**config.mk**
```make
export PLATFORM = sky130hd
export DESIGN_NAME = uart_rx
export DESIGN_NICKNAME = d
export VERILOG_FILES = /design/src/rtl/uart_rx.sv
export SDC_FILE = /design/constraint.sdc
export NUM_CORES = 1
export LEC_CHECK = 0
export ABC_AREA = 1
export CORE_ASPECT_RATIO = 1.5
export CORE_MARGIN = 3
export CORE_UTILIZATION = 45
export CTS_BUF_LIST = sky130_fd_sc_hd__clkbuf_2
export DETAILED_ROUTE_END_ITERATION = 7
export GPL_TIMING_DRIVEN = 0
export PLACE_DENSITY_LB_ADDON = 0.12
export SYNTH_ARGS = -nofsm -noshare
export SYNTH_HDL_FRONTEND = slang
export SYNTH_SLANG_ARGS = --single-unit
```
**constraint.sdc**
```tcl
create_clock -name clk -period 2 [get_ports clk]
set_input_delay 0.4 -clock clk [delete_from_list [all_inputs] [get_ports clk]]
set_output_delay 0.4 -clock clk [all_outputs]
set_load 0.05 [all_outputs]
```
**src/rtl/uart_rx.sv**
```systemverilog
// 8N1 UART receiver: 2-flop synchronised input, mid-bit sampling, framing-error
// detection and break hold-off until the line returns high.
module uart_rx #(
  parameter int unsigned CLK_RATE         = 50000000,
  parameter int unsigned SERIAL_BAUD_RATE = 9600
) (
  input  logic       clk,
  input  logic       rst,
  input  logic       rx_i,
  output logic [7:0] data_o,
  output logic       new_data_o,
  output logic       frame_err_o,
  output logic       busy_o
);

  localparam int unsigned CLK_PER_BIT = CLK_RATE / SERIAL_BAUD_RATE;
  localparam int unsigned HALF        = CLK_PER_BIT / 2;
  localparam int unsigned CtrW        = $clog2(CLK_PER_BIT);

  localparam logic [CtrW-1:0] CtrHalf = CtrW'(HALF - 1);
  localparam logic [CtrW-1:0] CtrLast = CtrW'(CLK_PER_BIT - 1);
  localparam logic [CtrW-1:0] CtrOne  = CtrW'(1);

  typedef enum logic [2:0] {
    StIdle  = 3'd0,
    StStart = 3'd1,
    StData  = 3'd2,
    StStop  = 3'd3,
    StBreak = 3'd4
  } state_e;

  state_e          state_q, state_d;
  logic [CtrW-1:0] ctr_q, ctr_d;
  logic [2:0]      bit_q, bit_d;
  logic [7:0]      shift_q, shift_d;
  logic [7:0]      data_q, data_d;
  logic            new_data_q, new_data_d;
  logic            frame_err_q, frame_err_d;
  logic            rx_meta_q, rx_s_q;

  // Synchroniser resets to the idle level so no false start follows reset.
  always_ff @(posedge clk) begin
    if (rst) begin
      rx_meta_q <= 1'b1;
      rx_s_q    <= 1'b1;
    end else begin
      rx_meta_q <= rx_i;
      rx_s_q    <= rx_meta_q;
    end
  end

  always_ff @(posedge clk) begin
    if (rst) begin
      state_q     <= StIdle;
      ctr_q       <= '0;
      bit_q       <= '0;
      shift_q     <= '0;
      data_q      <= '0;
      new_data_q  <= 1'b0;
      frame_err_q <= 1'b0;
    end else begin
      state_q     <= state_d;
      ctr_q       <= ctr_d;
      bit_q       <= bit_d;
      shift_q     <= shift_d;
      data_q      <= data_d;
      new_data_q  <= new_data_d;
      frame_err_q <= frame_err_d;
    end
  end

  always_comb begin
    state_d     = state_q;
    ctr_d       = ctr_q + CtrOne;
    bit_d       = bit_q;
    shift_d     = shift_q;
    data_d      = data_q;
    new_data_d  = 1'b0;
    frame_err_d = 1'b0;

    unique case (state_q)
      StIdle: begin
        if (!rx_s_q) begin
          state_d = StStart;
          ctr_d   = '0;
        end
      end
      StStart: begin
        if (ctr_q == CtrHalf) begin
          ctr_d = '0;
          if (rx_s_q) begin
            state_d = StIdle;
          end else begin
            state_d = StData;
            bit_d   = '0;
          end
        end
      end
      StData: begin
        if (ctr_q == CtrLast) begin
          ctr_d   = '0;
          shift_d = {rx_s_q, shift_q[7:1]};
          bit_d   = bit_q + 3'd1;
          if (bit_q == 3'd7) begin
            state_d = StStop;
          end
        end
      end
      StStop: begin
        if (ctr_q == CtrLast) begin
          ctr_d = '0;
          if (rx_s_q) begin
            data_d     = shift_q;
            new_data_d = 1'b1;
            state_d    = StIdle;
          end else begin
            frame_err_d = 1'b1;
            state_d     = StBreak;
          end
        end
      end
      StBreak: begin
        if (rx_s_q) begin
          state_d = StIdle;
          ctr_d   = '0;
        end
      end
      default: begin
        state_d = StIdle;
        ctr_d   = '0;
      end
    endcase
  end

  assign data_o      = data_q;
  assign new_data_o  = new_data_q;
  assign frame_err_o = frame_err_q;
  assign busy_o      = (state_q != StIdle);

endmodule

```
### Word level (Yosys, flattened, before mapping)

Index checks and enable logic that the tools add are counted.
Widths: inputs -> output; s select.

* multiply operators: 0
* add/subtract/negate cells: 2
* order comparisons: 0
* div/mod/pow operators: 0
* reduce and logical (&&, ||, !) cells: 9
* shift operators: 0
* equal/unequal tests: 14
* muxes and demuxes: 20
* bitwise operators: 2

Operators by type and width (number)
* $mux 13: 4
* $pmux 13 s4: 1
* $mux 3: 10
* $pmux 3 s5: 1
* $ne 2x2->1 const B: 7
* $add 13x1->13 const B: 1
* $eq 13x12->1 const B: 1
* $eq 13x13->1 const B: 1
* $eq 3x2->1 const B: 2
* $eq 3x3->1 const B: 2
* $pmux 3 s2: 1
* $reduce_and 6->1: 1
* $reduce_and 4->1: 1
* $add 3x1->3 const B: 1
* $eq 3x1->1 const B: 1
* $logic_not 3->1: 1
* $reduce_and 3->1: 1
* $reduce_bool 3->1: 1
* $reduce_or 3->1: 1
* $mux 1: 2
* $mux 2: 1
* $not 1->1: 2
* $reduce_and 2->1: 1
* $reduce_bool 2->1: 1
* $reduce_or 2->1: 1

* output and inout bits: 11
* input port bits: 3
* latch bits: 0
* memories: 0
* RAM bits: 0
* bits in registers: 39
* word-level logic and storage cells: 56
* ROM bits: 0

### Depth between registers and ports, before layout

* depth after elaboration: 4
* gate-level depth with buffers: 11
* depth with buffers taken out: 11

### Worst setup path after synthesis

Ideal clock, no wire load.

* path type: reg-to-reg
* start: reg ctr_q[0]
* end: reg data_q[5] (netlist: data_o[5])
* data arrival time: 1.454 ns
* slack: 0.480 ns
* stages on the path, launching flop included: 9
* buffers on the path: 1
* data required time: 1.934 ns
* period minus slack after synthesis: 1.520 ns
* library setup time: 0.066 ns
* path through: dfxtp_1 -> ha_1 -> nand2_2 -> nor2_4 -> nand3_4 -> nor3_4 -> buf_6 -> o21ai_2 -> a21oi_2

* longest elaborated chain between the ends: 2

RTL lines
* start: declaration: RTL line 33 `logic [CtrW-1:0] ctr_q, ctr_d;`
* start signal: assignment: RTL line 63 `ctr_q <= ctr_d;`
* $eq 13x13->1: RTL line 110 `if (ctr_q == CtrLast) begin`
* $reduce_and 3->1 (no line)
* end signal: assignment: RTL line 66 `data_q <= data_d;`
* end: declaration: RTL line 36 `logic [7:0] data_q, data_d;`

No other way between the ends.
A chain may end at the register's enable or synchronous reset.

### Final worst setup path

Ends and elaborated chain as after synthesis.

==> impl_metrics.csv <==
group,metric,value,unit
sta,maxSlewHeadroom,0.487,
logic_synthesis,synth_ff_type,"dfxtp_1",
sta,fin_tns_setup,0,ns
logic_synthesis,synth_area,1790,um^2
grt,grt_usage,0.156,
sta,max_freq,0.551,GHz
logic_synthesis,synth_common_cells,"41 x nand2_1, 39 x dfxtp_1, 32 x inv_1, 19 x nor2_1, 18 x a21oi_1",
job,drv_cap,0,
logic_synthesis,yosysSeqAreaShare,0.437,
worst_setup_path,end_kind,"flip-flop",
power,cellLeakagePower,0.899,nW
grt,antenna_found_initial,0,
grt,grt_pass1_wl,5870,um
worst_setup_path,crit_required,2.36,ns
logic_synthesis,ys_types,28,
detailed_routing,wirelength,3440,um
logic_synthesis,synth_edf_count,0,
sta,setup_viol_count_final,0,
cells_and_area,fillCellCount,379,
logic_synthesis,ys_warn_count,0,
worst_setup_path,r2r_end,"data_o[5]",
placed_design,post-dp-hpwl,2510,um
logic_synthesis,async_flop_share,0,
worst_setup_path,crit_path_max_fanout,10,
logic_synthesis,synth_nets,236,
worst_setup_path,reg2reg_depth,8,
cells_and_area,regArea,781,um^2
sta,rsz0062_at_grt,"false",
detailed_routing,drc,0,
logic_synthesis,syn_avg_cell_area,7.76,um^2
cts,cts_buffer_depth,2,
cts,htreeDepth,2,
power,vdd_drop_max,0.000613,V
floorplanning,floorplan.die_area,4780,um^2
cts,cts.clk_slew.worst_paths,0.20,ns
floorplanning,die_x,57.4,um
logic_synthesis,synth_top_cell_by_area,"dfxtp_1",
cts,clk-insertion-delay-late,0.40,ns
cts,cts_setup_buffers,0,
cells_and_area,stdcell_area,2020,um^2
logic_synthesis,synth_area_leaders,"dfxtp_1 44%, nand2_1 8.6%, inv_1 6.7%, a21oi_1 5.0%, xor2_1 4.9%",
cts,cts-root-buf,"clkbuf_2",
detailed_routing,viasPerCell,4.84,
worst_setup_path,worstSetupPathType,"reg -> reg",
worst_setup_path,worst_setup_path_start_kind,"flip-flop",
detailed_routing,detail-route-antenna-nets,0,
sta,clock_skew,0.00843,ns
floorplanning,coreArea,3750,um^2
detailed_routing,initialDrtViolationCount,32,
grt,grt_max_degree,14,
placed_design,placed_cell_area,1970,um^2
placed_design,place.gp.congestion,0.832,
worst_setup_path,crit_start,"ctr_q[0]",
sta,final_max_slew_viol_count,0,
power,power.switching,532,uW
power,p_per_area,816,nW/um^2
cells_and_area,multi_input_area,838,um^2
power,clock_power_share,0.293,
cts,cts_made_buffers,5,
worst_hold_path,hold_depth,1,
logic_synthesis,yosysMostFrequentCell,"nand2_1",
placed_design,place_ws,0.0629,ns
grt,grt_overflow_total,0,
sta,worst_slew_pin_slew,0.767,ns
cells_and_area,layout-drive-gt1-share,0.139,
cells_and_area,area_growth,13.4,%
logic_synthesis,synthCells,230,
power,share_comb_of_total_power,0.189,
sta,fin_ws,0.185,ns
sta,hold_violations,0,
logic_synthesis,synth_top_area_share,0.437,
detailed_routing,vias,1423,
worst_setup_path,timing.rr.start,"ctr_q[0]",
worst_setup_path,rrSetupSlack,0.18,ns
worst_setup_path,critPathArrivalTime,2.17,ns
sta,layout_min_cycle_time,1.82,ns
status,status,"completed",
cells_and_area,final_nets,256,
power,seqPwrFrac,0.518,
worst_hold_path,min_to,"rx_s_q",
worst_hold_path,min_from,"rx_meta_q",
floorplanning,initial_core_util,0.476,
grt,grt_pass1_vias,1381,
floorplanning,die_h,83.1,um
placed_design,portBuffers,13,
detailed_routing,drt-pass1-iter-count,4,
worst_hold_path,hp-class,"reg -> reg",
floorplanning,io_pins,14,
sta,period_share,0.908,
power,p_int,1.12,mW
detailed_routing,wire_per_inst,11.7,um
cts,cts_tree,"built",
logic_synthesis,synth_seq_cells,39,
floorplanning,row_count,27,
cts,cts.sinks,39,
power,p_sw_frac,0.322,
cells_and_area,diodes,0,
-- worst max-delay path: stages, from the launching register on --
cell     delay (ns)
dfxtp_1        0.47
ha_1           0.27
nand2_2        0.10
nor2_4         0.13
nand3_4        0.13
nor3_4         0.29
buf_6          0.21
o21ai_2        0.06
a21oi_2        0.10
-- layout by cell type, fill, tap and decap left out, drive strengths merged, types with 2 or more instances in the layout --
master         Yosys  final
a21oi             21     21
buf                3      3
clkbuf             1      7
clkdlybuf4s50      0      2
clkinv             0      2
dfxtp             39     39
dlygate4sd2        0      9
ha                 3      3
inv               36     36
nand2             44     44
nand3             14     14
nand3b             4      4
nor2              25     25
nor3               6      6
o21ai             18     18
or2                2      2
xor2              10     10
-- routing by layer --
layer / vias up / GRT usage / part of all wire
met1: 634 / 0.171 / 0.44
met4: 0 / 0.0696 / 0.021
met3: 6 / 0.0373 / 0.025
li1: 767 / - / -
met5: - / 0 / 0
met2: 16 / 0.276 / 0.52
-- what timing repair did --
action,4_1_cts,5_1_grt
setup endpoints to repair,10,2
hold buffers,0,0
gates resized for setup,10,3
-- through the flow --
step	utilization	std cells	total power, mW	hold WS, ns
6_report	0.540	294	1.65	0.436
5_1_grt	0.540	294	1.75	0.464
4_1_cts	0.540	294	1.69	0.440
3_5_place_dp	0.525	286	1.20	0.395
3_3_place_gp	0.525	286	1.20	0.395
2_1_floorplan	-	230	1.11	0.389
-- how the worst max path moves through the flow --
stage            endpoint  slack, ns  cells after the start
5_1_grt         ctr_q[10]       0.02                      8
2_1_floorplan   data_o[5]       0.48                      8
3_5_place_dp     ctr_q[9]       0.06                      4
3_3_place_gp     ctr_q[9]       0.05                      4
6_report        data_o[5]       0.18                      8
4_1_cts        new_data_o       0.01                      1
-- power by group through the flow --
stage	clock network, mW	logic [mW]	registers (mW)
2_1_floorplan	0	0.253	0.862
3_3_place_gp	0	0.323	0.873
3_5_place_dp	0	0.326	0.874
4_1_cts	0.513	0.319	0.859
5_1_grt	0.531	0.360	0.863
6_report	0.484	0.312	0.857
-- final cells by class --
| cell class | count | area share |
|---|---|---|
| clock buffer | 5 | 0.0124 |
| clock inverter | 3 | 0.0216 |
| timing repair buffer | 13 | 0.0575 |
| sequential | 39 | 0.386 |
| tap | 43 | 0.0266 |
| buffer | 4 | 0.0155 |
| inverter | 36 | 0.0667 |
| multi-input combinational | 151 | 0.414 |
-- state kept, by name, summed over array words and instances, names as in the netlist --
signal       cells
ctr_q           13
data_o           8
shift_q          8
bit_q            3
state_q          3
frame_err_o      1
new_data_o       1
rx_meta_q        1
rx_s_q           1
-- cell families (layout without fill, tap and decap cells) --
group,Yosys count,after routing,synth area share
buffers and inverters,40,61,0.0932
AO/OA/AOI/OAI,41,41,0.130
adder cells (fa/ha/maj),3,3,0.0210
XOR/XNOR,10,10,0.0491
flip-flops,39,39,0.437
AND/OR/NAND/NOR,97,97,0.269
(Power assumes the default switching activity.)
==> edit: new RTL, same flow settings <==
Put one more register stage on the output `data_o`, cleared by the reset. The value now appears one clock later. The other outputs are not delayed to match.
--- a/src/rtl/uart_rx.sv
+++ b/src/rtl/uart_rx.sv
@@ -134,3 +134,9 @@
 
-  assign data_o      = data_q;
+  always_ff @(posedge clk) begin
+    if (rst) begin
+      data_o <= '0;
+    end else begin
+      data_o <= data_q;
+    end
+  end
   assign new_data_o  = new_data_q;
Behaviour: same outputs for any inputs over 10 cycles, from zero or initial values and one cycle with rst high; that may be too few to reach the edited logic, so the function may still have changed.
==> edit against the unedited design <==
Area after synthesis grew 9.6%. Cell area up 8.8%. Wire length is 4.0% higher. Critical path depth rose by 1. Worst setup slack gained 0.026 ns. Power rose by 27%. Sequential cell count increased by 8. First-iteration DRC count is 22% higher. Highest routed layer unchanged.
==> edit: results (changes against the unedited design) <==
Data buffer area share -> 7.27% (was 7.29%)
Post-route setup slack -> 0.210 ns (was 0.185 ns)
Hold path start -> rst (was rx_meta_q)
Non-filler instance count after layout -> 322 (was 294)
Synthesized flop and latch total -> 47 (was 39)
Plain + repair buffers -> 18 (was 17)
Max rail drop VDD -> 0.620 mV (was 0.613 mV)
Worst hold path class -> in -> reg (was reg -> reg)
CP Launch Point -> ctr_q[0] (unchanged)
Status -> finished clean (unchanged)
Fraction of layout cells with a size suffix above 1 -> 9.39% (was 13.9%)
FILL cells -> 409 (was 379)
P_leak -> 1.12 nW (was 0.899 nW)
Clock-cell share of area -> 3.30% (was 3.40%)
Clock Skews -> 0.0140 ns (was 0.00843 ns)
First DRT Iteration DRCs -> 39 (was 32)
Delay of the slowest cell on the worst path -> 0.41 ns (was 0.47 ns)
Commonest cells in the synthesized netlist -> nand2_1 (51), dfxtp_1 (47), inv_1 (45) (was nand2_1 (41), dfxtp_1 (39), inv_1 (32))
I/O Buffers -> 12 (was 13)
GR Util met1 -> 17.1% (about the same)
Hold path cells -> 2 (was 1)
Clock buffer depth -> 2 (unchanged)
Vias/cell -> 4.90 (was 4.84)
Area of the core -> 0.00406 mm2 (was 0.00375 mm2)
Sequential Area -> 941 um2 (was 781 um2)
Share of flip-flops with an asynchronous set or reset -> 0% (unchanged)
Placed cells -> 314 (was 286)
Gr usage total -> 15.7% (was 15.6%)
Worst-skew pair later-pin latency -> 0.41 ns
Area after DPL -> 0.00213 mm2 (was 0.00197 mm2)
Multi-input gate count -> 157 (was 151)
Initial antenna violation count -> 0 (unchanged)
Worst hold slack -> 0.243 ns (was 0.436 ns)
Fraction of area in multi-input gates -> 36.1% (was 41.4%)
Top FF cell, synth -> dfxtp_1 (unchanged)
Number of global-route vias before repair -> 1549 (was 1381)
Post-synth cell types -> 25 (was 28)
Post-synthesis sequential area ratio -> 48.1% (was 43.7%)
Hold EP -> bit_q[2] (was rx_s_q)
Worst slew pin tran -> 0.504 ns (was 0.767 ns)
Register-to-Register Path Depth -> 9 (was 8)
Grt met2 use -> 28.1% (was 27.6%)
CP Capture Point -> ctr_q[6] (was data_o[5])
Clock transition at path regs -> 0.23 ns (was 0.20 ns)
RePlAce Congestion -> 0.899 (was 0.832)
Largest net degree at the start of global routing -> 17 (was 14)
Pre-CTS setup slack -> 0.134 ns (was 0.0629 ns)
Final core occ -> 54.2% (was 54.0%)
Detailed Route WL -> 3580 um (was 3440 um)
Syn_nets -> 263 (was 236)
Syn_area_per_cell -> 7.61 um2 (was 7.76 um2)
Final #Nets -> 282 (was 256)
First-pass GRT wire length -> 6330 um (was 5870 um)
DP HPWL -> 2650 um (was 2510 um)
Met3 global-route usage -> 3.58% (was 3.73%)
Non-CTS inverters -> 47 (was 36)
Top cells by area, synth -> dfxtp_1 (48%), nand2_1 (9.8%), inv_1 (8.6%), nor2_1 (5.8%), a21oi_1 (3.8%) (was dfxtp_1 (44%), nand2_1 (8.6%), inv_1 (6.7%), a21oi_1 (5.0%), xor2_1 (4.9%))
Worst EP arrival -> 2.12 ns (was 2.17 ns)
Clock buf count -> 5 (unchanged)
edit: kinds of logic after synthesis:
kind of cell               Yosys count  synth area share [%]
xor gates and xnor gates             8                  3.58
DFF                                 47                  48.1
and+or+nand+nor                    112                  25.1
AOI/OAI and AO/OA                   34                  9.91
adders and majority gates            3                  1.92
buffers and inverters               53                  11.4
edit: what timing repair did:
item                                    CTS  global route
hold endpoints to repair                  0             0
setup buffers                             0             0
gates resized for setup                  10             6
endpoints found under the setup margin    8            11
edit: power breakdown:
| group | internal, mW | switching, mW | total, mW |
|---|---|---|---|
| Sequential | 0.986 | 0.0493 | 1.04 |
| Clock | 0.219 | 0.309 | 0.528 |
| Combinational | 0.176 | 0.357 | 0.533 |
edit: layer usage:
metal  vias to the layer above  share of wire, %
met5                         -                 0
met4                         0               2.2
met3                         8               2.2
met2                        12                52
met1                       722                43
li1                        835                 -
